## config.mk

```make
export PLATFORM = sky130hd
export DESIGN_NAME = lcd_string_refresher
export DESIGN_NICKNAME = d
export VERILOG_FILES = /design/src/rtl/lcd_string_refresher.sv
export SDC_FILE = /design/constraint.sdc
export NUM_CORES = 1
export LEC_CHECK = 0
export ABC_CLOCK_PERIOD_IN_PS = 6300
export CAP_MARGIN = 20
export CORE_MARGIN = 2
export CORE_UTILIZATION = 48
export DETAILED_ROUTE_END_ITERATION = 16
export PLACE_DENSITY_LB_ADDON = 0.3
export SLEW_MARGIN = 20
export SYNTH_ARGS = -nofsm -noshare
export SYNTH_HDL_FRONTEND = slang
export SYNTH_SLANG_ARGS = --single-unit
```

## constraint.sdc

```tcl
create_clock -name clock -period 6.3 [get_ports clock]
set_input_delay 1.26 -clock clock [delete_from_list [all_inputs] [get_ports clock]]
set_output_delay 1.26 -clock clock [all_outputs]
set_load 0.02 [all_outputs]
```

## src/rtl/lcd_string_refresher.sv

```systemverilog
// lcd_string_refresher: HD44780 power-up init, then endless refresh of a 32-slot string buffer
// onto a 2x16 LCD over the 8-bit parallel bus.
`default_nettype none

module lcd_string_refresher #(
  parameter int unsigned CLK_DIV      = 16,
  parameter int unsigned GAP_CYCLES   = 2000,
  parameter int unsigned CLEAR_CYCLES = 80000,
  parameter int unsigned PWRUP_CYCLES = 1000000
) (
  input  logic       clock,
  input  logic       resetn,
  output logic [4:0] index,
  input  logic [7:0] char_in,
  output logic [7:0] lcd_data,
  output logic       lcd_rs,
  output logic       lcd_rw,
  output logic       lcd_en,
  output logic       init_done,
  output logic       frame_done
);

  localparam logic [2:0] S_PWRUP = 3'd0;
  localparam logic [2:0] S_NEXT  = 3'd1;
  localparam logic [2:0] S_FETCH = 3'd2;
  localparam logic [2:0] S_SETUP = 3'd3;
  localparam logic [2:0] S_EN_HI = 3'd4;
  localparam logic [2:0] S_HOLD  = 3'd5;
  localparam logic [2:0] S_GAP   = 3'd6;

  // Steps 0..3 are init commands; 4..37 are the repeating frame.
  localparam logic [5:0] STEP_CLEAR  = 6'd2;
  localparam logic [5:0] STEP_INIT_Z = 6'd3;
  localparam logic [5:0] STEP_FRAME0 = 6'd4;
  localparam logic [5:0] STEP_ROW2   = 6'd21;
  localparam logic [5:0] STEP_LAST   = 6'd37;

  logic [2:0]  state_q, state_d;
  logic [23:0] cnt_q, cnt_d;
  logic [5:0]  step_q, step_d;
  logic [4:0]  index_q, index_d;
  logic [7:0]  data_q, data_d;
  logic        rs_q, rs_d;
  logic        en_q, en_d;
  logic        init_done_q, init_done_d;
  logic        frame_done_q, frame_done_d;

  logic [23:0] cnt_last;
  logic        cnt_done;
  logic        is_char;
  logic [7:0]  cmd_byte;
  logic [4:0]  slot;
  logic [5:0]  off5, off6;
  logic [7:0]  char_clean;
  logic        gap_end;

  always_comb begin
    off5     = step_q - 6'd5;
    off6     = step_q - 6'd6;
    is_char  = 1'b0;
    cmd_byte = 8'h00;
    slot     = 5'd0;
    case (step_q)
      6'd0:      cmd_byte = 8'h38;
      6'd1:      cmd_byte = 8'h0C;
      STEP_CLEAR: cmd_byte = 8'h01;
      STEP_INIT_Z: cmd_byte = 8'h06;
      STEP_FRAME0: cmd_byte = 8'h80;
      STEP_ROW2: cmd_byte = 8'hC0;
      default: begin
        is_char = 1'b1;
        slot    = (step_q < STEP_ROW2) ? off5[4:0] : off6[4:0];
      end
    endcase
  end

  always_comb begin
    cnt_last = 24'd0;
    case (state_q)
      S_PWRUP:                  cnt_last = 24'(PWRUP_CYCLES - 1);
      S_FETCH:                  cnt_last = 24'd1;
      S_SETUP, S_EN_HI, S_HOLD: cnt_last = 24'(CLK_DIV - 1);
      S_GAP: cnt_last = (step_q == STEP_CLEAR) ? 24'(CLEAR_CYCLES - 1) : 24'(GAP_CYCLES - 1);
      default:                  cnt_last = 24'd0;
    endcase
    cnt_done   = (cnt_q == cnt_last);
    gap_end    = (state_q == S_GAP) && cnt_done;
    // Control codes and DEL would render as garbage glyphs; show a blank instead.
    char_clean = ((char_in < 8'h20) || (char_in == 8'h7F)) ? 8'h20 : char_in;
  end

  always_ff @(posedge clock) begin
    if (!resetn) begin
      state_q      <= S_PWRUP;
      cnt_q        <= 24'd0;
      step_q       <= 6'd0;
      index_q      <= 5'd0;
      data_q       <= 8'h00;
      rs_q         <= 1'b0;
      en_q         <= 1'b0;
      init_done_q  <= 1'b0;
      frame_done_q <= 1'b0;
    end else begin
      state_q      <= state_d;
      cnt_q        <= cnt_d;
      step_q       <= step_d;
      index_q      <= index_d;
      data_q       <= data_d;
      rs_q         <= rs_d;
      en_q         <= en_d;
      init_done_q  <= init_done_d;
      frame_done_q <= frame_done_d;
    end
  end

  always_comb begin
    state_d = state_q;
    cnt_d   = cnt_q + 24'd1;
    step_d  = step_q;
    case (state_q)
      S_PWRUP: if (cnt_done) begin state_d = S_NEXT;  cnt_d = 24'd0; end
      S_NEXT: begin
        state_d = is_char ? S_FETCH : S_SETUP;
        cnt_d   = 24'd0;
      end
      S_FETCH: if (cnt_done) begin state_d = S_SETUP; cnt_d = 24'd0; end
      S_SETUP: if (cnt_done) begin state_d = S_EN_HI; cnt_d = 24'd0; end
      S_EN_HI: if (cnt_done) begin state_d = S_HOLD;  cnt_d = 24'd0; end
      S_HOLD:  if (cnt_done) begin state_d = S_GAP;   cnt_d = 24'd0; end
      S_GAP: if (cnt_done) begin
        state_d = S_NEXT;
        cnt_d   = 24'd0;
        step_d  = (step_q == STEP_LAST) ? STEP_FRAME0 : step_q + 6'd1;
      end
      default: begin state_d = S_PWRUP; cnt_d = 24'd0; end
    endcase
  end

  always_comb begin
    index_d = index_q;
    data_d  = data_q;
    rs_d    = rs_q;
    if (state_q == S_NEXT) begin
      if (is_char) begin
        index_d = slot;
      end else begin
        data_d = cmd_byte;
        rs_d   = 1'b0;
      end
    end
    if ((state_q == S_FETCH) && cnt_done) begin
      data_d = char_clean;
      rs_d   = 1'b1;
    end
    if (gap_end && (step_q == STEP_LAST)) index_d = 5'd0;
    en_d         = (state_d == S_EN_HI);
    init_done_d  = init_done_q | (gap_end && (step_q == STEP_INIT_Z));
    frame_done_d = gap_end && (step_q == STEP_LAST);
  end

  assign index      = index_q;
  assign lcd_data   = data_q;
  assign lcd_rs     = rs_q;
  assign lcd_rw     = 1'b0;
  assign lcd_en     = en_q;
  assign init_done  = init_done_q;
  assign frame_done = frame_done_q;

endmodule

`default_nettype wire

```

==> summary.txt, run 1 <==
Global routing
  • Vias in the first global route: 2489
  • Global Route Usage Sum: 20.46%
  • First-pass GRT wire length: 10940 um
  • Initial antenna violation count: 0
  • Overflow after GRT: 0
  • Largest net degree at the start of global routing: 28

Floorplanning
  • Initial Util: 49.36%
  • Core Footprint: 5851 um^2
  • Die X: 81.57 um
  • Top Ports: 28
  • Die Y-Extent: 81.57 um
  • Core Rows: 28
  • DIE AREA: 6653 um^2

Detailed routing
  • Vias: 2599
  • Drt wl/cell: 14.24 um
  • Vias/cell: 5.893
  • Post-route ant nets: 0
  • Total Wirelength: 6278 um
  • DRC Markers: 0
  • DRT Pass-1 Iters: 4
  • Drt first-iter violations: 112

Yosys
  • Largest cells by area after synthesis: dfxtp_1 35%, nor2_1 5.3%, xor2_1 4.9%, nand3_1 3.8%, xnor2_1 3.6%
  • Top cell type by total area after synthesis: dfxtp_1
  • Post-synth EDFFs: 0
  • Ys flop type: dfxtp_1
  • Synthesized area: 2888 um^2
  • Syn avg cell area: 8.158 um^2
  • Cells after Synth: 354
  • Yosys reg bits: 50
  • Post-synth net total: 372
  • Seq/Total Area, Yosys: 34.66%
  • Async SR Flop Fraction: 0%
  • Netlist cell types: 58
  • Ys Warns: 0
  • Synth top area share: 34.66%

Critical path
  • WS Path Type: register to register
  • CP endpoint kind: register
  • CP max stage cell: o211ai_2
  • Required time of the critical path: 6.46 ns
  • Worst-path cell chain: nor3b_1, a21oi_1, o2bb2ai_1, or4_4, o211ai_2, nor2_1
  • Worst-path fanout max: 27
  • CP peak stage delay: 0.85 ns
  • Crit path DAT: 3.48 ns
  • Critical Path Source Type: register

CTS
  • CTS tree: built
  • Post_cts resized: 0
  • Setup repair bufs after CTS: 0
  • CTS sink cnt: 50
  • H-tree levels: 2
  • Worst-case clock buffer depth: 2
  • Root Buffer: clkbuf_8
  • CTS Buf Count: 5
  • Clk_lat worst skew: 0.30 ns
  • Clock transition at path regs: 0.09 ns
  • # hold bufs at CTS: 0

Timing
  • Final number of setup-violating endpoints: 0
  • Final hold slack: 0.4606 ns
  • Hold Fails Final Rpt: 0
  • Worst slew pin tran: 1.010 ns
  • Setup Skew: 0.004489 ns
  • Unrepaired setup endpoints after global routing: false
  • Setup slack after layout: 2.978 ns
  • Final Max Tran Viols: 0
  • Max frequency: 301.1 MHz
  • TNS Setup: 0 ns
  • Final min period: 3.322 ns
  • Final Cycle Share: 52.72%
  • Slew Limit Headroom: 32.50%

Place
  • Routability cong.: 0.8503
  • I/O Buffers: 26
  • DP HPWL: 4474 um
  • Setup WS pre-CTS: 3.037 ns

Power and ir drop
  • Pwr dens: 173.9 nW/um^2
  • Power Total: 0.5646 mW
  • IR drop worst, VDD: 0.1181 mV
  • LEAKAGE: 1.157 nW

Layout
  • Fin util: 55.47%
  • Layout cell share with drive strength beyond 1: 4.645%
  • Syn-to-layout area delta: 12.39%
  • Final nets: 383
  • # diodes: 0

Min path
  • HP Class: register to register

Status
  • Status: complete, no violations

Flow run
  • Number of max-cap violations: 0
## metrics by stage
stage | instances | cell area, um^2
global route | 441 | 3246
finish | 441 | 3246
detailed placement | 433 | 3146
floorplan | 354 | 2888
global placement | 433 | 3146
CTS | 441 | 3246
## report_power, final
| part | internal (mW) | leakage [nW] | switching [mW] | total, mW |
|---|---|---|---|---|
| combinational | 0.0168 | 0.702 | 0.0222 | 0.0389 |
| clock | 0.0906 | 0.0514 | 0.109 | 0.200 |
| sequential | 0.319 | 0.403 | 0.00661 | 0.326 |
| total | 0.426 | 1.16 | 0.138 | 0.565 |
## cells in the final DEF, fill, tap and decap left out, types with 8 or more instances in the layout
master           Yosys  final
a21oi_1             12     12
and3_1              11     11
clkdlybuf4s50_1      0     26
dfxtp_1             50     50
ha_1                 8      8
inv_1               10     10
mux2i_1              9      9
nand2_1             20     20
nand3_1             22     22
nand4_1              8      8
nor2_1              41     41
nor3_1              16     16
o21ai_0             11     11
xnor2_1             12     12
xor2_1              16     16
## logic make-up after synthesis
family	count (synthesis)	share of synthesized area, %
AO/OA/AOI/OAI	68	16.73
adder cells (fa/ha/maj)	8	3.466
XOR/XNOR	28	8.492
other	1	0.1299
flip-flops	50	34.66
AND/OR/NAND/NOR	155	27.99
buffers and inverters	35	5.416
multiplexers	9	3.120
## registers in the layout, summed over array words and instances, names as in the netlist
register,flops
step_q,6
lcd_en,1
cnt_q,24
state_q,3
lcd_data,8
init_done,1
index,5
lcd_rs,1
frame_done,1
## cells in the mapped netlist (all sizes together) (2+ instances only)
master   number
ha            8
nand3        22
nand4         8
and4          3
a22oi         3
nand3b        2
o21ai        11
nor3         16
xor2         16
nor2b         3
o221a         2
xnor2        12
nand4b        3
o31ai         3
nor2         41
clkbuf       16
nand2b        3
o211a         2
o211ai        6
a211oi        2
and3         11
mux2i         9
a21oi        12
or4           5
buf           9
or3           5
a31oi         6
dfxtp        50
nor4b         2
inv          10
nor4          6
o21a          6
nand2        20
o2bb2ai       2
and2          2
o22ai         2
## metal layers
| layer | share of wire, % | track usage, % | up-vias |
|---|---|---|---|
| li1 | - | - | 1298 |
| met1 | 46 | 25.36 | 1236 |
| met2 | 49 | 35.16 | 60 |
| met3 | 4.4 | 4.396 | 5 |
| met4 | 0.41 | 6.780 | 0 |
| met5 | 0 | 0 | - |
## area by class of cell
| class | count | area, um^2 |
|---|---|---|
| Clock buffer | 6 | 82.58 |
| Clock inverter | 2 | 17.52 |
| Fill cell | 538 | 2605 |
| Inverter | 10 | 37.54 |
| Multi-Input combinational cell | 269 | 1730 |
| Sequential cell | 50 | 1001 |
| Tap cell | 75 | 93.84 |
| Timing Repair Buffer | 29 | 282.8 |
## worst paths after layout
path,cells past startpoint,from,end,slack (ns)
hold / removal,2,lcd_rs,lcd_rs,0.46
setup reg to reg,6,state_q[0],cnt_q[12],2.98
hold reg to reg,2,lcd_rs,lcd_rs,0.46
setup / recovery,6,state_q[0],cnt_q[12],2.98
## worst max-delay path: cells and delay by family (launching register included)
kind	cells	cell delay, ns
AOI/OAI and AO/OA	3	1.12
DFF	1	0.64
and+or+nand+nor	3	1.40
Note: power is estimated with default switching activity, not from simulation.
==> run 2: changes to the inputs <==
--- a/config.mk
+++ b/config.mk
@@ -5,7 +5,7 @@
 export SDC_FILE = /design/constraint.sdc
 export NUM_CORES = 1
 export LEC_CHECK = 0
-export ABC_CLOCK_PERIOD_IN_PS = 6300
+export ABC_CLOCK_PERIOD_IN_PS = 2900
 export CAP_MARGIN = 20
 export CORE_MARGIN = 2
 export CORE_UTILIZATION = 48
==> constraint.sdc (replaced) <==
create_clock -name clock -period 2.9 [get_ports clock]
set_input_delay 0.58 -clock clock [delete_from_list [all_inputs] [get_ports clock]]
set_output_delay 0.58 -clock clock [all_outputs]
set_load 0.02 [all_outputs]
==> summary.txt, run 2 (same netlist as run 1, synthesis figures left out) <==
Detailed routing
  • Drt wl/cell: 14.22 um (-0.12%)
  • DRT Pass-1 Iters: 4 (unchanged)
  • Total Wirelength: 6455 um (+2.8%)
  • Vias: 2625 (+1.0%)
  • DRC Markers: 0 (unchanged)
  • Vias/cell: 5.782 (-1.9%)
  • Post-route ant nets: 0 (unchanged)
  • Drt first-iter violations: 162 (+45%)

Layout
  • Commonest cells after routing, fill and taps aside: 50 x dfxtp_1, 41 x nor2_1, 26 x clkdlybuf4s50_1
  • Syn-to-layout area delta: 15.77%
  • Largest register by flop count: cnt_q
  • Layout cell share with drive strength beyond 1: 7.652% (+3.0 points)
  • Max reg flops: 24 (unchanged)
  • # diodes: 0 (unchanged)
  • Final nets: 397 (+3.7%)
  • Most common cell after layout, fill and taps aside: dfxtp_1

Critical path
  • CP endpoint kind: register
  • Reg-to-Reg Start: state_q[1]
  • Critical Path Source Type: register
  • Worst Path Buf+Inv: 0 (unchanged)
  • Worst-path fanout max: 27 (unchanged)
  • Required time of the critical path: 3.13 ns (-3.33 ns)
  • WS Path Type: register to register
  • CP max stage cell: or4_4
  • Worst-path cell chain: nor3_1, and3_1, o2bb2ai_1, or4_4, or4_1, a21oi_1
  • Top delay family on crit path: simple AND/OR/NAND/NOR gates
  • Crit path DAT: 2.97 ns (-0.51 ns)
  • Crit path from: state_q[1]
  • CP peak stage delay: 0.59 ns (-0.26 ns)

Floorplanning
  • Initial Util: 49.36% (unchanged)
  • Die X: 81.57 um (unchanged)
  • DIE AREA: 6653 um^2 (unchanged)
  • Top Ports: 28 (unchanged)
  • Core Footprint: 5851 um^2 (unchanged)
  • Die Y-Extent: 81.57 um (unchanged)
  • Core Rows: 28 (unchanged)

Status
  • Status: complete, no violations

Timing
  • Final Max Tran Viols: 0 (unchanged)
  • TNS Setup: 0 ns (unchanged)
  • Final min period: 2.740 ns (-0.5819 ns)
  • Final number of setup-violating endpoints: 0 (unchanged)
  • Final hold slack: 0.4667 ns (+0.006157 ns)
  • Unrepaired setup endpoints after global routing: false
  • Worst slew pin tran: 0.5731 ns (-0.4364 ns)
  • Max frequency: 365.0 MHz (+21%)
  • Slew Limit Headroom: 61.50% (+29 points)
  • Hold Fails Final Rpt: 0 (unchanged)
  • Setup Skew: 0.01022 ns (+0.005735 ns)
  • Final Cycle Share: 94.47% (+42 points)

Flow run
  • Number of max-cap violations: 0 (unchanged)

CTS
  • Worst-case clock buffer depth: 2 (unchanged)
  • # hold bufs at CTS: 0 (unchanged)
  • Clk_lat worst skew: 0.30 ns (about the same)
  • Clock transition at path regs: 0.09 ns (about the same)
  • CTS Buf Count: 5 (unchanged)
  • Setup repair bufs after CTS: 0 (unchanged)
  • Root Buffer: clkbuf_8
  • CTS tree: built
  • CTS sink cnt: 50 (unchanged)
  • H-tree levels: 2 (unchanged)

Place
  • Routability cong.: 0.8614 (+1.3%)
  • DP HPWL: 4602 um (+2.9%)
  • I/O Buffers: 26 (unchanged)

Global routing
  • Overflow after GRT: 0 (unchanged)
  • First-pass GRT wire length: 10740 um (-1.8%)
  • Initial antenna violation count: 0 (unchanged)
  • Vias in the first global route: 2267 (-8.9%)
  • Largest net degree at the start of global routing: 28 (unchanged)
  • Global Route Usage Sum: 20.61% (+0.14 points)

Power and ir drop
  • Psw: 0.2743 mW (+99%)
  • IR drop worst, VDD: 0.3035 mV (+160%)
  • Sw Share: 23.29% (-1.2 points)
  • Pwr dens: 352.3 nW/um^2 (+100%)
  • Clock power frac: 31.9% (-3.5 points)
  • Pint: 0.9035 mW (+110%)
  • Power Total: 1.178 mW (+110%)
  • Sequential share of power: 60.1% (+2.4 points)
  • Logic pwr share: 8.1% (+1.2 points)
  • LEAKAGE: 1.225 nW (+5.9%)

Min path
  • HP Class: register to register
  • Min-delay src: lcd_rs
-- run 2: changes by cell type in the layout (fill, tap and decap cells not counted) --
cell / delta
clkinv_4: -2
mux2i_2: +1
clkbuf_1: +2
clkbuf_8: -1
buf_4: +13
mux2i_1: -1
buf_12: +1
-- run 2: layout make-up --
| class | instances | area, um^2 |
|---|---|---|
| clock buffer | 7 | 76.32 |
| fill | 533 | 2507 |
| inverter | 10 | 37.54 |
| multi-input combinational | 269 | 1734 |
| sequential | 50 | 1001 |
| tap | 75 | 93.84 |
| timing repair buffer | 43 | 400.4 |
-- run 2: repair_timing --
action	4_1_cts	5_1_grt
endpoints found under the setup margin	0	24
resized for setup	0	1
endpoints found under the hold margin	0	0
-- run 2: routing by layer --
layer	global-route usage [%]	wire [um]	part of all wire, %
met1	27.64	3050	47
met2	34.51	3104	48
met3	3.297	273	4.2
met4	5.254	26	0.40
met5	0	0	0
-- run 2: path summary, 6_finish.rpt --
check                                 end  slack [ns]  depth (start not counted)
worst min register to register     lcd_rs        0.47                          2
worst max register to register  step_q[4]        0.16                          6
worst max-delay path            step_q[4]        0.16                          6
worst min-delay path               lcd_rs        0.47                          2
-- run 2: power groups by stage --
stage	Clock (mW)	Sequential, mW	Combinational, mW
after floorplan	0	0.717	0.0652
after global placement	0	0.722	0.0917
after detailed placement	0	0.723	0.0929
after CTS	0.395	0.707	0.0933
after global routing	0.426	0.709	0.106
final	0.375	0.707	0.0952
-- run 2: worst register-to-register path, stage by stage (launching register included) --
cell       delay, ns
dfxtp_1         0.45
nor3_1          0.56
and3_1          0.27
o2bb2ai_1       0.11
or4_4           0.59
or4_1           0.56
a21oi_1         0.15
-- run 2: per-stage QoR --
stage | cell area [um^2] | setup WS [ns] | utilization, % | std cells
after floorplan | 2888 | 0.2866 | - | 354
after global placement | 3263 | 0.3325 | 55.77 | 447
after detailed placement | 3263 | 0.2384 | 55.77 | 447
after CTS | 3339 | 0.2118 | 57.08 | 454
after global routing | 3343 | 0.01822 | 57.14 | 454
final | 3343 | 0.1604 | 57.14 | 454
